**src/rtl/seq_pkg.sv**
```systemverilog
// Shared definitions for the 1011 sequence transmitter and detectors.
// State encoding and default pattern constants.
package seq_pkg;

  localparam int SEQ_WIDTH = 4;
  localparam logic [3:0] PATTERN_1011 = 4'b1011;

  typedef enum logic [1:0] {
    S_IDLE = 2'd0,
    S_SEND = 2'd1,
    S_GAP  = 2'd2,
    S_DONE = 2'd3
  } state_t;

endpackage

```
**src/rtl/seq_piso_shift.sv**
```systemverilog
// Parallel-load, serial-out shift register.
// MSB is presented first; zeros shift in from the LSB.
module seq_piso_shift #(
  parameter int WIDTH = 4
) (
  input  logic             clk,
  input  logic             rst,
  input  logic             clr,
  input  logic             load,
  input  logic             shift,
  input  logic [WIDTH-1:0] din,
  output logic             msb
);

  logic [WIDTH-1:0] sreg;

  // clear beats load beats shift
  always_ff @(posedge clk or negedge rst) begin
    if (!rst) begin
      sreg <= '0;
    end else if (clr) begin
      sreg <= '0;
    end else if (load) begin
      sreg <= din;
    end else if (shift) begin
      sreg <= {sreg[WIDTH-2:0], 1'b0};
    end
  end

  assign msb = sreg[WIDTH-1];

endmodule

```
**src/rtl/seq_1011_transmitter.sv**
```systemverilog
// Serial pattern transmitter: sends N frames of PATTERN,
// MSB first, with GAP zero bits between frames.
module seq_1011_transmitter
  import seq_pkg::*;
#(
  parameter int             WIDTH   = SEQ_WIDTH,
  parameter logic [WIDTH-1:0] PATTERN = WIDTH'(PATTERN_1011),
  parameter int             GAP     = 2,
  parameter int             CNT_W   = 8
) (
  input  logic             clk,
  input  logic             rst,
  input  logic             start,
  input  logic [CNT_W-1:0] frames,
  input  logic             abort,
  output logic             x,
  output logic             x_valid,
  output logic             busy,
  output logic             done
);

  localparam int BW = $clog2(WIDTH);
  localparam int GW = (GAP > 1) ? $clog2(GAP) : 1;

  state_t           state;
  logic [BW-1:0]    bit_cnt;
  logic [GW-1:0]    gap_cnt;
  logic [CNT_W-1:0] frm_cnt;

  logic last_bit;
  logic last_frm;
  logic gap_end;
  logic sr_load;
  logic sr_shift;
  logic msb;

  assign last_bit = (bit_cnt == '0);
  assign last_frm = (frm_cnt == CNT_W'(1));
  assign gap_end  = (gap_cnt == '0);

  // shift register control follows the state transitions below
  always_comb begin
    sr_load  = 1'b0;
    sr_shift = 1'b0;
    if (!abort) begin
      case (state)
        S_IDLE: sr_load = start && (frames != '0);
        S_SEND: begin
          sr_shift = 1'b1;
          sr_load  = last_bit && !last_frm && (GAP == 0);
        end
        S_GAP:  sr_load = gap_end;
        default: ;
      endcase
    end
  end

  seq_piso_shift #(
    .WIDTH (WIDTH)
  ) u_shift (
    .clk   (clk),
    .rst   (rst),
    .clr   (abort),
    .load  (sr_load),
    .shift (sr_shift),
    .din   (PATTERN),
    .msb   (msb)
  );

  // run sequencing: frame and bit/gap counters with abort override
  always_ff @(posedge clk or negedge rst) begin
    if (!rst) begin
      state   <= S_IDLE;
      bit_cnt <= '0;
      gap_cnt <= '0;
      frm_cnt <= '0;
    end else if (abort) begin
      state   <= S_IDLE;
      bit_cnt <= '0;
      gap_cnt <= '0;
      frm_cnt <= '0;
    end else begin
      case (state)
        S_IDLE: begin
          if (start) begin
            if (frames != '0) begin
              state   <= S_SEND;
              bit_cnt <= BW'(WIDTH - 1);
              frm_cnt <= frames;
            end else begin
              state <= S_DONE;
            end
          end
        end
        S_SEND: begin
          if (last_bit) begin
            if (last_frm) begin
              state <= S_DONE;
            end else if (GAP > 0) begin
              state   <= S_GAP;
              gap_cnt <= GW'(GAP - 1);
              frm_cnt <= frm_cnt - CNT_W'(1);
            end else begin
              bit_cnt <= BW'(WIDTH - 1);
              frm_cnt <= frm_cnt - CNT_W'(1);
            end
          end else begin
            bit_cnt <= bit_cnt - BW'(1);
          end
        end
        S_GAP: begin
          if (gap_end) begin
            state   <= S_SEND;
            bit_cnt <= BW'(WIDTH - 1);
          end else begin
            gap_cnt <= gap_cnt - GW'(1);
          end
        end
        S_DONE:  state <= S_IDLE;
        default: state <= S_IDLE;
      endcase
    end
  end

  // Moore output decode from registered state and shift MSB
  always_comb begin
    x       = (state == S_SEND) && msb;
    x_valid = (state == S_SEND) || (state == S_GAP);
    busy    = (state != S_IDLE);
    done    = (state == S_DONE);
  end

endmodule

```
**config.mk**
```make
export PLATFORM = sky130hd
export DESIGN_NAME = seq_1011_transmitter
export DESIGN_NICKNAME = d
export VERILOG_FILES = /design/src/rtl/seq_pkg.sv /design/src/rtl/seq_piso_shift.sv /design/src/rtl/seq_1011_transmitter.sv
export SDC_FILE = /design/constraint.sdc
export NUM_CORES = 1
export LEC_CHECK = 0
export ABC_AREA = 1
export BUFFER_PORTS_ARGS = -buffer_cell sky130_fd_sc_hd__buf_2
export CAP_MARGIN = 20
export CORE_ASPECT_RATIO = 1.75
export CORE_UTILIZATION = 40
export DETAILED_ROUTE_END_ITERATION = 7
export GPL_TIMING_DRIVEN = 0
export MAX_ROUTING_LAYER = met4
export PLACE_DENSITY = 0.67
export REMOVE_ABC_BUFFERS = 1
export SETUP_SLACK_MARGIN = 0.5
export SLEW_MARGIN = 20
export SYNTH_ARGS = -nofsm -noshare
export SYNTH_HDL_FRONTEND = slang
export SYNTH_SLANG_ARGS = --single-unit
```
**constraint.sdc**
```tcl
create_clock -name clk -period 4 [get_ports clk]
set_input_delay 0.8 -clock clk [delete_from_list [all_inputs] [get_ports clk]]
set_output_delay 0.8 -clock clk [all_outputs]
set_load 0.02 [all_outputs]
```
==> results.toml, run 1 <==
[run_status]
outcome = "complete, no violations"

[pwr]
power.leakage_nw = 0.780
p_total_w = 0.000937
vdd.ir_drop.worst_mv = 0.456
power.density_cell_area_mw_per_mm2 = 669

[run]
maxCapViolCount = 0

[global_routing]
use_met2_pct = 34.1
grt_antenna_before_repair = 0
via_count_of_the_first_global_routing_pass = 1143
grt_pass1_wl_um = 4920
busiest_layer = "met2"
globalRouteMet3Util_pct = 2.13
grt_max_degree = 18
global_route.overflow_total = 0
grt_util_all_layers_pct = 19.5
met1_track_usage_gr_pct = 21.2

[synth]
syn_inst = 186
yosys_warnings = 0
synth_area_per_cell_um2 = 6.78
synth_top_area_cell = "sky130_fd_sc_hd__dfrtp_1"
ys_seq_elements = 17
netlist-cell-type-count = 21
synth_flop_cell = "sky130_fd_sc_hd__dfrtp_1"
seq_area_frac_synth_pct = 33.7
synth_top_area_share_pct = 33.7
async_reset_ff_share_pct = 100
post_synth_instance_area_mm2 = 0.00126
synth_commonest_cells = "75 x sky130_fd_sc_hd__nand2_1, 22 x sky130_fd_sc_hd__inv_1, 17 x sky130_fd_sc_hd__dfrtp_1, 17 x sky130_fd_sc_hd__nor2_1, 15 x sky130_fd_sc_hd__o21ai_0"
synth_enable_flop_cells = 0
library_cell_with_the_highest_instance_count_after_synthesis = "sky130_fd_sc_hd__nand2_1"
most_area_consuming_cells_after_synthesis = "sky130_fd_sc_hd__dfrtp_1 34%, sky130_fd_sc_hd__nand2_1 22%, sky130_fd_sc_hd__ha_1 6.9%, sky130_fd_sc_hd__inv_1 6.5%, sky130_fd_sc_hd__o21ai_0 6.0%"

[critical_path]
crit_slowest_cell = "sky130_fd_sc_hd__ha_1"
max_stage_delay_ps = 560
worst-endpoint-arrival_ps = 1630
critical_path.max_fanout = 15
worstPathRequired_ps = 3200
timing.rr.end = "frm_cnt[6]"
reg2reg_depth = 9
regToRegStartpoint = "state[1]"
crit_top_cell = "sky130_fd_sc_hd__inv_1"
reg2reg_setup_slack_ps = 2020
critical_path.endpoint_type = "output port"
criticalPathCategory = "reg2out"
crit_path_start_kind = "flop"
crit_buf_inv = 3
cp_cell_sequence = "inv_1 > ha_1 > nand2_1 > inv_1 > buf_2"
worst_path_dominant_cell_family = "adder cells"

[sta]
fin_ws_ps = 1570
timing.final.crit_share_pct = 60.8
finClkSkew_ps = 4.80
final-max-slew-violation-count = 0
worstMarginPinSlew_ps = 626
setup_viol = 0
fmax_mhz = 411
minimum_clock_period_ps = 2430
setup_total_negative_slack_ps = 0
timing.slew.headroom_pct = 58.3
number_of_hold_violations_in_the_final_report = 0
grt_setup_unrepaired = "false"

[clock_network]
clock_h_tree_levels = 1
post_cts_resized = 0
cts.sinks = 17
cts_tree = "done"
root_buffer = "sky130_fd_sc_hd__clkbuf_8"
clock_path_buffers = 2
post_cts_buffers = 0
numCtsBuffers = 3
clkSlewWorstSetupHoldPaths_ps = 70
clock_insertion_delay_worst_skew_ps = 250
post_cts_hold_buffer_count = 0

[placement]
place.gp.congestion = 0.856
dp.final_hpwl_um = 2160
port_buffers = 15
dp_worst_setup_slack_ps = 1820
place.detailed.instances = 240

[routing]
detail-route-antenna-nets = 0
drtIter0Drc = 20
drt_drc_violations_left = 0
detailroute.via_count = 1219
drtPass1Iterations = 4
routed_wire_length_per_instance_um = 11.5
final_wirelength_um = 2800
post_detailed_route_via_to_cell_ratio = 5.00

[floorplan]
die_area_mm2 = 0.00339
ios = 16
row_count = 26
core_area_mm2 = 0.00296
die_w_um = 44.4
dieHeight_um = 76.3
initial_core_util_pct = 42.6

[layout]
syn2layout_area_growth_pct = 11.0
layoutNonFillerInstCount = 244
antenna-diode-count = 0
fin_nets = 222
drive_gt1_share_pct = 12.9
nFillCells = 331

[min_path]
min-delay-path-class = "in2async"
==> how the worst max path moves through the flow <==
| stage | from | to | cells after the start |
|---|---|---|---|
| 2_1_floorplan | state[1] | x | 4 |
| 3_3_place_gp | state[1] | x | 5 |
| 3_5_place_dp | state[1] | x | 5 |
| 4_1_cts | state[1] | x | 5 |
| 5_1_grt | state[1] | x | 5 |
| 6_report | state[1] | x | 5 |
==> registers in the layout, summed over array words and instances, names as in the netlist <==
signal,flops
bit_cnt,2
frm_cnt,8
gap_cnt,1
state,2
u_shift.sreg,4
==> where the power goes <==
part / total [W] / switching, W / internal, W
clock: 0.000130 / 0.0000591 / 0.0000707
combinational: 0.000522 / 0.000344 / 0.000178
sequential: 0.000286 / 0.0000503 / 0.000235
==> cell families after synthesis <==
family / synth area share (%)
buffers and inverters: 9.52
xor gates and xnor gates: 0.695
AOI/OAI and AO/OA: 7.94
and+or+nand+nor: 41.2
DFF: 33.7
adders and majority gates: 6.94
==> metal layers <==
| layer | part of all wire, % | vias up |
|---|---|---|
| met5 | 0 | - |
| met4 | 2.6 | 0 |
| met3 | 2.2 | 7 |
| met2 | 55 | 19 |
| met1 | 41 | 571 |
| li1 | - | 622 |
==> layout make-up <==
class,count,area [um^2],share of cell area (%)
inverter,23,86.3,6.17
multi-input combinational,143,716,51.1
tap,42,52.6,3.75
clock buffer,4,45.0,3.22
timing repair buffer,15,75.1,5.36
sequential,17,425,30.4
==> metrics by stage <==
step	util, %	hold WS, ps	cell area (um^2)
after floorplan	-	450	1230
final	47.3	462	1400
after CTS	47.3	479	1400
after global placement	45.8	463	1360
after detailed placement	45.8	468	1360
after global routing	47.3	505	1400
==> cells in the final DEF (no fill, tap or decap), types with 3 or more instances in the layout <==
master                     count
sky130_fd_sc_hd__ha_1          7
sky130_fd_sc_hd__o21ai_0      15
sky130_fd_sc_hd__inv_1        22
sky130_fd_sc_hd__nor2_1       17
sky130_fd_sc_hd__clkbuf_8      3
sky130_fd_sc_hd__nand3_1      12
sky130_fd_sc_hd__buf_2        15
sky130_fd_sc_hd__nand2_1      75
sky130_fd_sc_hd__nand4_1       4
sky130_fd_sc_hd__dfrtp_1      17
No activity file was read; power rests on OpenSTA's default activity.
==> run 2, diff against run 1 <==
ABC_AREA = 0   (was 1)
PLACE_DENSITY = 0.69   (was 0.67)
clock period = 2.23 ns   (was 4 ns; I/O delays follow)
==> run 2 against run 1 <==
Effect of this change:
- setup slack got worse by 1200 ps
- largest power group unchanged
- non-clock buffer count increased by 26
- synthesized cell count decreased by 37%
- critical path type is now reg2reg
- sequential share of layout area decreased by 5.1 points
- register-to-register slack got worse by 1600 ps
==> results.toml, run 2 <==
[synth]
post_synth_instance_area_mm2 = 0.00115
yosys_warnings = 0
synth_enable_flop_cells = 0
synth_area_per_cell_um2 = 9.71
synth_commonest_cells = "17 x sky130_fd_sc_hd__dfrtp_1, 12 x sky130_fd_sc_hd__inv_1, 11 x sky130_fd_sc_hd__nor2_1, 7 x sky130_fd_sc_hd__a21oi_1, 7 x sky130_fd_sc_hd__ha_1"
most_area_consuming_cells_after_synthesis = "sky130_fd_sc_hd__dfrtp_1 37%, sky130_fd_sc_hd__ha_1 7.6%, sky130_fd_sc_hd__mux2_1 4.9%, sky130_fd_sc_hd__a311oi_1 4.6%, sky130_fd_sc_hd__inv_1 3.9%"
syn_inst = 118
seq_area_frac_synth_pct = 37.1
netlist-cell-type-count = 41
synth_flop_cell = "sky130_fd_sc_hd__dfrtp_1"
synth_top_area_cell = "sky130_fd_sc_hd__dfrtp_1"
synth_top_area_share_pct = 37.1
async_reset_ff_share_pct = 100
ys_seq_elements = 17
library_cell_with_the_highest_instance_count_after_synthesis = "sky130_fd_sc_hd__dfrtp_1"

[critical_path]
critical_path.endpoint_type = "flop"
worstPathRequired_ps = 2430
timing.rr.end = "frm_cnt[5]"
criticalPathCategory = "reg2reg"
worst-endpoint-arrival_ps = 2030
cp_cell_sequence = "or4_4 > or3_4 > a311oi_2 > mux2_4"
crit_buf_inv = 0
reg2reg_depth = 4
worst_path_dominant_cell_family = "simple AND/OR/NAND/NOR gates"
reg2reg_setup_slack_ps = 410
crit_slowest_cell = "sky130_fd_sc_hd__or4_4"
max_stage_delay_ps = 560
crit_path_start_kind = "flop"
regToRegStartpoint = "frm_cnt[3]"
critical_path.max_fanout = 5

[pwr]
p_clk_share_pct = 9.0
seq_power_share_pct = 23.0
comb_power_share_pct = 68.0
power.leakage_nw = 0.753
power.density_cell_area_mw_per_mm2 = 1520
power.net_switching_w = 0.00108
intPower_w = 0.00151
switching_share_pct = 41.7
vdd.ir_drop.worst_mv = 0.779

[layout]
mostFrequentLayoutCell = "sky130_fd_sc_hd__buf_4"
fin_nets = 178
syn2layout_area_growth_pct = 48.7
antenna-diode-count = 0
largest_reg_flops = 8
layout_common_cells = "17 x sky130_fd_sc_hd__buf_4, 14 x sky130_fd_sc_hd__buf_2, 13 x sky130_fd_sc_hd__dfrtp_1"
layoutNonFillerInstCount = 185
drive_gt1_share_pct = 50.6
reg_top3 = "frm_cnt: 8 flops, u_shift.sreg: 4 flops"
max_flop_register = "frm_cnt"

[placement]
place.gp.congestion = 0.758
dp_worst_setup_slack_ps = -290
dp.final_hpwl_um = 1870
place.detailed.instances = 155
port_buffers = 15

[sta]
minimum_clock_period_ps = 1820
fin_ws_ps = 405
fmax_mhz = 548
worstMarginPinSlew_ps = 401
finClkSkew_ps = 4.51
timing.final.crit_share_pct = 81.8
final-max-slew-violation-count = 0
setup_total_negative_slack_ps = 0
timing.slew.headroom_pct = 73.3
number_of_hold_violations_in_the_final_report = 0
grt_setup_unrepaired = "true"
setup_viol = 0

[global_routing]
globalRouteMet3Util_pct = 0.743
grt_antenna_before_repair = 0
met1_track_usage_gr_pct = 21.5
use_met2_pct = 40.5
via_count_of_the_first_global_routing_pass = 1085
global_route.overflow_total = 0
busiest_layer = "met2"
grt_util_all_layers_pct = 21.3
grt_pass1_wl_um = 4840
grt_max_degree = 21

[clock_network]
cts_tree = "done"
clock_insertion_delay_worst_skew_ps = 260
post_cts_hold_buffer_count = 0
clock_path_buffers = 2
cts.sinks = 17
clock_h_tree_levels = 1
clkSlewWorstSetupHoldPaths_ps = 70
root_buffer = "sky130_fd_sc_hd__clkbuf_8"
numCtsBuffers = 3

[floorplan]
row_count = 25
ios = 16
dieHeight_um = 72.8
die_area_mm2 = 0.00309
core_area_mm2 = 0.00272
die_w_um = 42.5
initial_core_util_pct = 42.1

[routing]
drtPass1Iterations = 4
final_wirelength_um = 3320
drt_drc_violations_left = 0
drtIter0Drc = 39
detail-route-antenna-nets = 0
post_detailed_route_via_to_cell_ratio = 5.97
routed_wire_length_per_instance_um = 17.9
detailroute.via_count = 1105

[run]
maxCapViolCount = 0

[run_status]
outcome = "complete, no violations"

[min_path]
min-delay-path-class = "in2async"
==> run 2: cell count changes after synthesis, moves of 4 or more <==
cell,before,now
sky130_fd_sc_hd__nand2_1,75,1
sky130_fd_sc_hd__o21ai_0,15,3
sky130_fd_sc_hd__nand3_1,12,1
sky130_fd_sc_hd__inv_1,22,12
sky130_fd_sc_hd__a21oi_1,1,7
sky130_fd_sc_hd__a311oi_1,0,6
sky130_fd_sc_hd__nor2_1,17,11
sky130_fd_sc_hd__mux2_1,0,5
sky130_fd_sc_hd__mux2i_1,0,4
==> run 2: logic make-up after synthesis <==
family	Yosys count	synth area share, %
AND/OR/NAND/NOR	33	16.3
AO/OA/AOI/OAI	31	20.5
buffers and inverters	17	5.89
flip-flops	17	37.1
multiplexers	11	11.0
adder cells (fa/ha/maj)	7	7.64
XOR/XNOR	2	1.53
==> run 2: power by group through the flow <==
stage                     Combinational (W)  Clock, W  Sequential [W]
after floorplan                    0.000767         0        0.000535
after global placement             0.000931         0        0.000563
after detailed placement           0.000973         0        0.000573
after CTS                           0.00129  0.000238        0.000584
after global routing                0.00189  0.000250        0.000610
final                               0.00176  0.000234        0.000596
==> run 2: final cells by class <==
cell class,count,area (um^2)
fill,226,1020
multi-input combinational,84,821
sequential,17,430
timing repair buffer,41,328
inverter,12,45.0
clock buffer,3,41.3
tap,27,33.8
clock inverter,1,5.00
==> run 2: worst max path at each step <==
stage / from / endpoint / slack (ps) / depth (start not counted)
global route: frm_cnt[3] / frm_cnt[5] / 370 / 4
finish: frm_cnt[3] / frm_cnt[5] / 410 / 4
detailed placement: state[1] / frm_cnt[6] / -290 / 5
floorplan: state[1] / frm_cnt[3] / 120 / 5
global placement: state[1] / frm_cnt[5] / -250 / 5
CTS: frm_cnt[3] / frm_cnt[7] / 410 / 4
==> run 2: repair_timing <==
item | CTS | global route
buffers inserted | 11 | 15
endpoints found under the setup margin | 19 | 15
endpoints found under the hold margin | 0 | 0
pin swaps | 6 | 14
resized for setup | 23 | 27
==> run 2: per-layer routing <==
metal	up-vias	part of all wire [%]
met1	547	39
met3	9	1.8
met2	25	56
met4	0	2.6
met5	-	0
li1	524	-
==> run 2: per-stage QoR <==
stage / cell area, um^2 / hold slack, ps / total power (W) / utilization [%]
after floorplan: 1120 / 150 / 0.00130 / -
after global placement: 1230 / 388 / 0.00149 / 45.3
after detailed placement: 1230 / 393 / 0.00155 / 45.3
after CTS: 1460 / 114 / 0.00211 / 53.6
after global routing: 1700 / 136 / 0.00275 / 62.6
final: 1700 / 105 / 0.00259 / 62.6
